--- src/rtl/studio2_pkg.sv ---
// Shared types for the Studio II keypad: scancode tables, key index, hold FSM state.
package studio2_pkg;

  typedef logic [3:0] key_idx_t;

  typedef enum logic [1:0] {
    HS_IDLE,
    HS_HELD,
    HS_PEND_REL
  } hold_state_t;

  typedef struct packed {
    logic     hit;
    key_idx_t idx;
  } key_hit_t;

  localparam int unsigned NUM_KEYS = 10;

  localparam logic [7:0] SC_A [NUM_KEYS] = '{
    8'h45, 8'h16, 8'h1E, 8'h26, 8'h25, 8'h2E, 8'h36, 8'h3D, 8'h3E, 8'h46
  };

  localparam logic [7:0] SC_B [NUM_KEYS] = '{
    8'h4D, 8'h15, 8'h1D, 8'h24, 8'h2D, 8'h2C, 8'h35, 8'h3C, 8'h43, 8'h44
  };

  function automatic key_hit_t key_lookup(input logic [7:0] code, input logic player_b);
    key_hit_t r;
    r = '0;
    for (int unsigned i = 0; i < NUM_KEYS; i++) begin
      if ((player_b ? SC_B[i] : SC_A[i]) == code) begin
        r.hit = 1'b1;
        r.idx = key_idx_t'(i);
      end
    end
    return r;
  endfunction

endpackage

--- src/rtl/studio2_key_hold.sv ---
// One key's minimum-hold stretcher: a release is deferred until HOLD_TICKS ticks
// have elapsed since the most recent press.
module studio2_key_hold
  import studio2_pkg::*;
#(
  parameter logic [3:0] HOLD_TICKS = 4'd10
) (
  input  logic clk_sys,
  input  logic reset_n,
  input  logic tick,
  input  logic press,
  input  logic rel,
  output logic held
);

  hold_state_t state;
  logic [3:0]  cnt;

  always_ff @(posedge clk_sys or negedge reset_n) begin
    if (!reset_n) begin
      state <= HS_IDLE;
      cnt   <= '0;
      held  <= 1'b0;
    end else if (press) begin
      state <= HS_HELD;
      cnt   <= HOLD_TICKS;
      held  <= 1'b1;
    end else begin
      if (tick && cnt != '0) cnt <= cnt - 4'd1;
      case (state)
        HS_HELD: begin
          if (rel) begin
            state <= (cnt == '0) ? HS_IDLE : HS_PEND_REL;
            held  <= (cnt != '0);
          end
        end
        HS_PEND_REL: begin
          if (cnt == '0) begin
            state <= HS_IDLE;
            held  <= 1'b0;
          end
        end
        HS_IDLE: held <= 1'b0;
        default: begin
          state <= HS_IDLE;
          held  <= 1'b0;
        end
      endcase
    end
  end

endmodule

--- src/rtl/studio2_keypad.sv ---
// Studio II two-player keypad from PS/2 events, with CPU-selected EF3/EF4 readback.
// Define STUDIO2_KEYPAD_STRETCH_EN to enable minimum-hold stretching of key releases.
module studio2_keypad
  import studio2_pkg::*;
#(
  parameter int unsigned PRESCALE   = 1760,
  parameter logic [3:0]  HOLD_TICKS = 4'd10
) (
  input  logic        clk_sys,
  input  logic        reset_n,
  input  logic [10:0] ps2_key,
  input  logic [2:0]  io_n,
  input  logic        io_out,
  input  logic [7:0]  cpu_dout,
  output logic        ef3,
  output logic        ef4,
  output key_idx_t    key_latch,
  output logic [9:0]  keys_a,
  output logic [9:0]  keys_b
);

  logic       armed;
  logic       strobe_prev;
  logic       key_evt;
  key_hit_t   hit_a, hit_b;
  logic [9:0] press_a, rel_a, press_b, rel_b;
  logic       unused_dout;

  assign unused_dout = ^cpu_dout[7:4];

  // armed stays low for the first edge after reset so the strobe is resampled, not treated as an event
  always_ff @(posedge clk_sys or negedge reset_n) begin
    if (!reset_n) begin
      armed       <= 1'b0;
      strobe_prev <= 1'b0;
    end else begin
      armed       <= 1'b1;
      strobe_prev <= ps2_key[10];
    end
  end

  assign key_evt = armed && (ps2_key[10] != strobe_prev) && !ps2_key[8];

  always_comb begin
    hit_a   = key_lookup(ps2_key[7:0], 1'b0);
    hit_b   = key_lookup(ps2_key[7:0], 1'b1);
    press_a = '0;
    rel_a   = '0;
    press_b = '0;
    rel_b   = '0;
    if (key_evt && hit_a.hit) begin
      if (ps2_key[9]) press_a[hit_a.idx] = 1'b1;
      else            rel_a[hit_a.idx]   = 1'b1;
    end
    if (key_evt && hit_b.hit) begin
      if (ps2_key[9]) press_b[hit_b.idx] = 1'b1;
      else            rel_b[hit_b.idx]   = 1'b1;
    end
  end

  always_ff @(posedge clk_sys or negedge reset_n) begin
    if (!reset_n) begin
      key_latch <= '0;
    end else if (io_out && io_n == 3'd2) begin
      key_latch <= cpu_dout[3:0];
    end
  end

  always_ff @(posedge clk_sys or negedge reset_n) begin
    if (!reset_n) begin
      ef3 <= 1'b0;
      ef4 <= 1'b0;
    end else if (key_latch <= 4'd9) begin
      ef3 <= keys_a[key_latch];
      ef4 <= keys_b[key_latch];
    end else begin
      ef3 <= 1'b0;
      ef4 <= 1'b0;
    end
  end

`ifdef STUDIO2_KEYPAD_STRETCH_EN
  localparam int unsigned PW = (PRESCALE > 1) ? $clog2(PRESCALE) : 1;

  logic [PW-1:0] pre_cnt;
  logic          tick;

  assign tick = (pre_cnt == PW'(PRESCALE - 1));

  always_ff @(posedge clk_sys or negedge reset_n) begin
    if (!reset_n)  pre_cnt <= '0;
    else if (tick) pre_cnt <= '0;
    else           pre_cnt <= pre_cnt + PW'(1);
  end

  for (genvar i = 0; i < 10; i++) begin : g_hold
    studio2_key_hold #(.HOLD_TICKS(HOLD_TICKS)) u_hold_a (
      .clk_sys (clk_sys),
      .reset_n (reset_n),
      .tick    (tick),
      .press   (press_a[i]),
      .rel     (rel_a[i]),
      .held    (keys_a[i])
    );
    studio2_key_hold #(.HOLD_TICKS(HOLD_TICKS)) u_hold_b (
      .clk_sys (clk_sys),
      .reset_n (reset_n),
      .tick    (tick),
      .press   (press_b[i]),
      .rel     (rel_b[i]),
      .held    (keys_b[i])
    );
  end
`else
  localparam int unsigned unused_cfg = PRESCALE + 32'(HOLD_TICKS);

  always_ff @(posedge clk_sys or negedge reset_n) begin
    if (!reset_n) begin
      keys_a <= '0;
      keys_b <= '0;
    end else begin
      keys_a <= (keys_a & ~rel_a) | press_a;
      keys_b <= (keys_b & ~rel_b) | press_b;
    end
  end
`endif

endmodule

--- config.mk ---
export PLATFORM = sky130hd
export DESIGN_NAME = studio2_keypad
export DESIGN_NICKNAME = d
export VERILOG_FILES = /design/src/rtl/studio2_pkg.sv /design/src/rtl/studio2_key_hold.sv /design/src/rtl/studio2_keypad.sv
export SDC_FILE = /design/constraint.sdc
export NUM_CORES = 1
export LEC_CHECK = 0
export ABC_AREA = 1
export CAP_MARGIN = 20
export CORE_MARGIN = 1.5
export CORE_UTILIZATION = 54
export DETAILED_ROUTE_END_ITERATION = 8
export PLACE_DENSITY_LB_ADDON = 0.25
export SYNTH_ARGS = -nofsm -noshare
export SYNTH_HDL_FRONTEND = slang
export SYNTH_SLANG_ARGS = --single-unit
--- constraint.sdc ---
create_clock -name clk_sys -period 2.1 [get_ports clk_sys]
set_input_delay 0.21 -clock clk_sys [delete_from_list [all_inputs] [get_ports clk_sys]]
set_output_delay 0.21 -clock clk_sys [all_outputs]
set_load 0.05 [all_outputs]
# Word-level counts from Yosys, hierarchy flattened
# Index checks and enable logic that the tools add are counted.
# totals
ff_bits	28
elab_cells	87
# op_classes
order_cmp	6
n_eq_ne	22
muxes	38
bitwise_logic	6
reduce_logical	8
# ops
op	n
2-to-1 mux 5 bit	20
equality test 6 x 8 -> 1 bit (first input constant)	11
2-to-1 mux 10 bit	8
equality test 7 x 8 -> 1 bit (first input constant)	5
equality test 5 x 8 -> 1 bit (first input constant)	4
AND 10 bit	2
inverter 10 bit	2
bitwise OR 10 bit	2
< comparator 4 x 5 -> 1 bit (second input constant)	3
binary-select mux 1 bit (select 4 bit)	2
demux 1 bit (select 4 bit)	2
>= comparator 4 x 1 -> 1 bit (second input constant)	2
logical AND 1 bit	7
2-to-1 mux 1 bit	6
<= comparator 4 bit (second input constant)	1
equality test 3 x 2 -> 1 bit (second input constant)	1
logical NOT 1 bit	1
inequality test 1 bit	1

# Depth between registers and ports, before layout
# Gate-level depths: netlist of the first run.
# logic_depth
depth_word	20
mapped_depth	12
mapped_depth_nobuf	12

# Least setup slack after synthesis of the first run
# No wires, ideal clock.
# synth_timing
kind	reg2reg
from	register key_latch[0]
to	register ef4
setup_ns	0.129
arrival_ns	1.374
setup_slack_ns	0.597
path_stages_with_launch	8
period_less_slack_ns	1.503
cell_sequence	dfrtp_1 > inv_1 > nand2_1 > inv_1 > a21oi_1 > o211ai_1 > nand3_1 > o21ai_0
# synth_between
elab_chain_len	3
elab_cells_between_ends	4
classes_between	1 x order compare; 3 x mux
# synth_rtl
element	line	rtl
start: declaration	studio2_keypad.sv:17	output key_idx_t key_latch,
start signal: assignment	studio2_keypad.sv:65	key_latch <= cpu_dout[3:0];
binary-select mux 1 bit (select 4 bit)	studio2_keypad.sv:75	ef4 <= keys_b[key_latch];
2-to-1 mux 1 bit (not written as such)	studio2_keypad.sv:75	
2-to-1 mux 1 bit *	studio2_keypad.sv:73	end else if (key_latch <= 4'd9) begin
end signal: assignment	studio2_keypad.sv:75	
end: declaration	studio2_keypad.sv:16	output logic ef4,
# Mark *: on every way between the ends. The rest lies on a longest branch, timed or not. The select of a mux whose other input is x is not followed.
# A chain may end at the register's enable or synchronous reset.

# Final worst setup path of the first run
# layout_timing
from	register key_latch[0]
to	output key_latch[0]
# No word-level cell between the ends.

==> results.txt, run 1 <==
Outcome: finished, final reports clean
# resized after CTS: 0
Post-route cell area: 2658 sq um
Crit-path max cell delay: 860 ps
First-pass GRT wire length: 8349 microns
Main synth FF type: dfrtp_1
Gpl congestion: 0.8320
Fmax: 0.5403 GHz
Pre-CTS WS: 168.0 ps
Distinct cells, synth: 31
H-tree depth: 1
Post-DRT Antenna Nets: 0
Worst r2r src: key_latch[0]$_DFFE_PN0P_
Share of cells above drive strength 1: 21.78%
NumNets Final: 352
Largest cells by area after synthesis: dfrtp_1 (34%), nand2_1 (9.4%), nand3_1 (6.3%), nor2_1 (6.2%), nand2_4 (6.0%)
Area after DPL: 2603 sq um
Critical path launch point: key_latch[0]$_DFFE_PN0P_
Worst reg2reg path depth: 7
Worst VDD drop: 0.3025 mV
Largest net degree at the start of global routing: 29
Unrepaired setup endpoints after global routing: false
Residual DRC: 0
Tcrit/Tclk final: 88.13%
Clk slew on worst S/H paths: 90 ps
Tot Pwr: 1.379 mW
Post-synth top cells: nand2_1 (52), nor2_1 (34), dfrtp_1 (28), inv_1 (26), nand3_1 (26)
Final Routed Wirelength: 4895 microns
Slew Limit Fails: 0
Root cell of the clock tree: clkbuf_8
Post-CTS Setup Bufs: 0
Final hold violation count: 0
Worst path cell trace: clkdlybuf4s50_1
Syn_nets: 299
CTS max path bufs: 2
Boundary Pins: 51
Area delta synth->final: 28.11%
CTS tree: built
Relative slew margins: 65.97%
Fin worst setup slack: 249.3 ps
Post-Layout Cell Count: 374
Die Y: 64.98 microns
Hold crit path type: in2async
Post-Synthesis Cell Area: 2074 sq um
Initial antenna violation count: 0
Crit path max fanout: 8
Crit path max-delay family: buffers and inverters
Area of the core: 3689 sq um
Placed cells: 370
Crit path buffers/inverters: 1
Endpoint class of the critical path: output port
IO buf count: 46
Global Route Usage Sum: 25.08%
Hold WS: 299.8 ps
DR iter-0 viols: 176
Cell type with the largest total area after synthesis: dfrtp_1
# Max-Cap Violations: 0
WL per Instance: 13.09 microns
Most frequent cell after synthesis: nand2_1
Total CTS buffers: 3
Final min period: 1851 ps
Post-DP HPWL: 3961 microns
Grt total ovfl: 0
Seq cells post-synth: 28
Antenna cells: 0
Vias in the first global route: 1,884
Synth warn: 0
DRT Pass-1 Iters: 4
EDFF count, synth: 0
Crit start category: flip-flop
Clock Latency Late Sink: 270 ps
Clock Skew: 1.910 ps
Via count: 2,030
WP data required: 1890 ps
Flop2flop setup slack: 660 ps
WP data arrival: 1640 ps
Pwr Density: 518.9 nW/um^2
Fillers: 300
Die Wd: 64.98 microns
Via/cell ratio: 5.428
Final core occ: 72.05%
Hold-fix buffers, CTS: 0
Clock Sinks: 28
Setup_tns: 0 ps
Leak: 1.289 nW
Register area share after synthesis: 33.78%
Post-synth ARST share: 100.0%
Cell row count: 22
Post-Syn Instances: 274
Setup CP Type: reg2out
Overall die area: 4222 sq um
Reg-to-reg endpoint: ef4$_DFF_PN0_
Worst-Margin Slew: 508.8 ps
Average size of a mapped cell: 7.571 sq um
Setup violators final: 0
Critical Path Slowest Stage Cell: clkdlybuf4s50_1
Share of the synthesized area in the top cell type: 33.78%
Initial core utilization: 56.24%
-- layout make-up --
class	count	area, sq um	area share [%]
Clock buffer	4	55.05	2.072
Timing Repair Buffer	51	498.0	18.74
Multi-Input combinational cell	207	1209	45.48
Tap cell	48	60.06	2.260
Sequential cell	28	700.7	26.37
Inverter	36	135.1	5.085
-- sequential cells by signal, summed over array words and instances (netlist names) --
register,cells
keys_b,10
ef3,1
armed,1
key_latch,4
ef4,1
strobe_prev,1
keys_a,10
-- report_power, final --
group / total (mW) / switching (mW) / internal (mW) / leakage, nW
registers: 0.613 / 0.0395 / 0.574 / 0.350
logic: 0.431 / 0.279 / 0.151 / 0.911
clock network: 0.335 / 0.167 / 0.168 / 0.0288
total: 1.38 / 0.486 / 0.893 / 1.29
-- cells by family after synthesis --
family | synth area share, %
other cells | 0.1808
simple gates | 45.42
buf+inv | 7.961
flops | 33.78
compound gates | 12.67
-- cells in the final DEF, fill, tap and decap left out, types with 7 or more instances in the layout --
cell / count
dfrtp_1: 28
nand2_2: 10
nand2_1: 52
nor2_4: 10
a21oi_1: 10
nand3_1: 26
clkdlybuf4s50_1: 46
o21ai_1: 10
o21ai_0: 7
inv_1: 26
inv_2: 10
nor2_1: 34
nand2_4: 11
-- layer usage --
metal	vias to the layer above	part of all wire (%)	track usage, %
met2	90	50	43.56
li1	993	-	-
met1	935	42	31.89
met4	0	2.0	10.37
met3	12	6.1	2.257
met5	-	0	0
-- worst max-delay path by stage --
stage / cells after the start / endpoint / slack [ps]
global placement: 11 / keys_b[0]$_DFF_PN0_ / 230
detailed placement: 11 / keys_b[0]$_DFF_PN0_ / 170
CTS: 1 / key_latch[0] / 250
floorplan: 7 / ef4$_DFF_PN0_ / 600
finish: 1 / key_latch[0] / 250
global route: 1 / key_latch[0] / 210
Note: power is estimated with default switching activity, not from simulation.
==> run 2: changes to the inputs <==
--- a/config.mk
+++ b/config.mk
@@ -7,8 +7,7 @@
 export LEC_CHECK = 0
 export ABC_AREA = 1
 export CAP_MARGIN = 20
-export CORE_MARGIN = 1.5
-export CORE_UTILIZATION = 54
+export CORE_UTILIZATION = 35
 export DETAILED_ROUTE_END_ITERATION = 8
 export PLACE_DENSITY_LB_ADDON = 0.25
 export SYNTH_ARGS = -nofsm -noshare
==> constraint.sdc (replaced) <==
create_clock -name clk_sys -period 2.3 [get_ports clk_sys]
set_input_delay 0.23 -clock clk_sys [delete_from_list [all_inputs] [get_ports clk_sys]]
set_output_delay 0.23 -clock clk_sys [all_outputs]
set_load 0.05 [all_outputs]
==> run 2 against run 1 <==
Net effect:
- clock skew hardly changed
- largest cell class unchanged
- first-iteration DRC count shrank 63%
- flip-flop and latch count unchanged
- sequential power fell by 8.6%
- hold slack gained 26 ps
- setup slack better by 170 ps
- combinational power down 11%
- critical endpoint unchanged
==> results.txt, run 2 (synthesized netlist as in run 1, its figures left out) <==
Worst reg2reg path depth: 8
Unrepaired setup endpoints after global routing: false
Gpl congestion: 0.8362
Post-CTS Setup Bufs: 0
Critical Path Slowest Stage Cell: clkdlybuf4s50_1
Top flop regs: keys_a (10), keys_b (10), key_latch (4)
Worst Setup EP: key_latch[0]
Via/cell ratio: 4.803
Clock Skew: 2.351 ps
Clk slew on worst S/H paths: 100 ps
Area of the core: 5608 sq um
Setup violators final: 0
Metal1 wirelength: 2299 microns
Tcrit/Tclk final: 81.74%
Global Route Usage Sum: 15.83%
WP data required: 2070 ps
Leak: 1.287 nW
Boundary Pins: 51
Post-route cell area: 2689 sq um
Commonest non-fill, non-tap cell in the layout: nand2_1
Antenna cells: 0
Final min period: 1880 ps
Initial core utilization: 36.99%
Worst VDD drop: 0.3021 mV
Post-DP HPWL: 3837 microns
Reg-to-reg endpoint: keys_b[0]$_DFF_PN0_
DR iter-0 viols: 65
DRT Pass-1 Iters: 5
Overall die area: 6239 sq um
Fillers: 609
Area delta synth->final: 29.61%
Crit path max-delay family: buffers and inverters
Via count: 1,902
Most frequent cells in the layout: nand2_1 (52), clkdlybuf4s50_1 (46), nor2_1 (34)
Final hold violation count: 0
Critical path depth: 1
Pwr Density: 494.7 nW/um^2
DR WL met2: 2188 microns
Worst-Margin Slew: 498.4 ps
Endpoint class of the critical path: output port
IO buf count: 46
Crit path buffers/inverters: 1
Setup CP Type: reg2out
Initial antenna violation count: 0
NumNets Final: 350
Residual DRC: 0
Top routing layer in use: met4
# Max-Cap Violations: 0
CTS max path bufs: 2
Fmax: 0.5319 GHz
Grt total ovfl: 0
Largest net degree at the start of global routing: 29
WL per Instance: 12.05 microns
Vias in the first global route: 1,690
Root cell of the clock tree: clkbuf_8
Crit path max fanout: 8
Die Y: 78.99 microns
Relative slew margins: 66.67%
Clock Sinks: 28
Cell row count: 27
Final Routed Wirelength: 4771 microns
First-pass GRT wire length: 7879 microns
Met3 wire length: 240 microns
Total CTS buffers: 3
Outcome: finished, final reports clean
Die Wd: 78.99 microns
Clock Latency Late Sink: 270 ps
Hold-fix buffers, CTS: 0
Post-DRT Antenna Nets: 0
Slew Limit Fails: 0
Crit-path max cell delay: 860 ps
Worst path cell trace: clkdlybuf4s50_1
# resized after CTS: 0
Flop2flop setup slack: 730 ps
Area after DPL: 2618 sq um
WP data arrival: 1650 ps
Setup_tns: 0 ps
H-tree depth: 1
Crit start category: flip-flop
CTS tree: built
Hold crit path type: in2async
Critical path launch point: key_latch[0]$_DFFE_PN0P_
Worst r2r src: strobe_prev$_DFF_PN0_
Share of cells above drive strength 1: 21.30%
[run 2: cell count changes in the layout (fill, tap and decap cells not counted)]
cell       change
buf_4          -2
bufinv_16      +1
clkbuf_8       -1
[run 2: final cells by class]
cell class	instances	area (sq um)	area share, %
clock inverter	1	30.03	1.117
tap	72	90.09	3.350
timing repair buffer	49	483.0	17.96
inverter	36	135.1	5.026
multi-input combinational	207	1209	44.95
sequential	28	700.7	26.06
clock buffer	3	41.29	1.536
[run 2: worst min-delay path by stage]
stage               slack, ps                  end  depth (start not counted)           startpoint
CTS                       340      armed$_DFF_PN0_                          2              reset_n
global route              380  keys_a[8]$_DFF_PN0_                          2              reset_n
floorplan                 -70      armed$_DFF_PN0_                          0              reset_n
finish                    330      armed$_DFF_PN0_                          2              reset_n
detailed placement        510  keys_b[9]$_DFF_PN0_                          2  keys_b[9]$_DFF_PN0_
global placement          520  keys_b[9]$_DFF_PN0_                          2  keys_b[9]$_DFF_PN0_
[run 2: power by group]
group	internal, mW	leakage (nW)	total (mW)	switching (mW)
Combinational	0.136	0.901	0.384	0.248
Clock	0.233	0.0357	0.386	0.153
Sequential	0.524	0.350	0.560	0.0355
Total	0.893	1.29	1.33	0.437
[run 2: stage by stage]
| stage | utilization (%) | instances | worst slack, ps | power [mW] | hold slack (ps) |
|---|---|---|---|---|---|
| after floorplan | - | 274 | 797.0 | 0.8064 | -65.59 |
| after global routing | 47.95 | 396 | 383.1 | 1.385 | 380.1 |
| after global placement | 46.68 | 392 | 404.3 | 0.9527 | 520.9 |
| after detailed placement | 46.68 | 392 | 378.0 | 0.9567 | 512.5 |
| final | 47.95 | 396 | 420.1 | 1.330 | 325.7 |
| after CTS | 47.95 | 396 | 409.6 | 1.341 | 340.1 |
[run 2: routing by layer]
layer	up-vias	track usage, %
li1	990	-
met2	64	26.55
met4	0	4.909
met5	-	0
met3	2	0.6897
met1	846	21.92
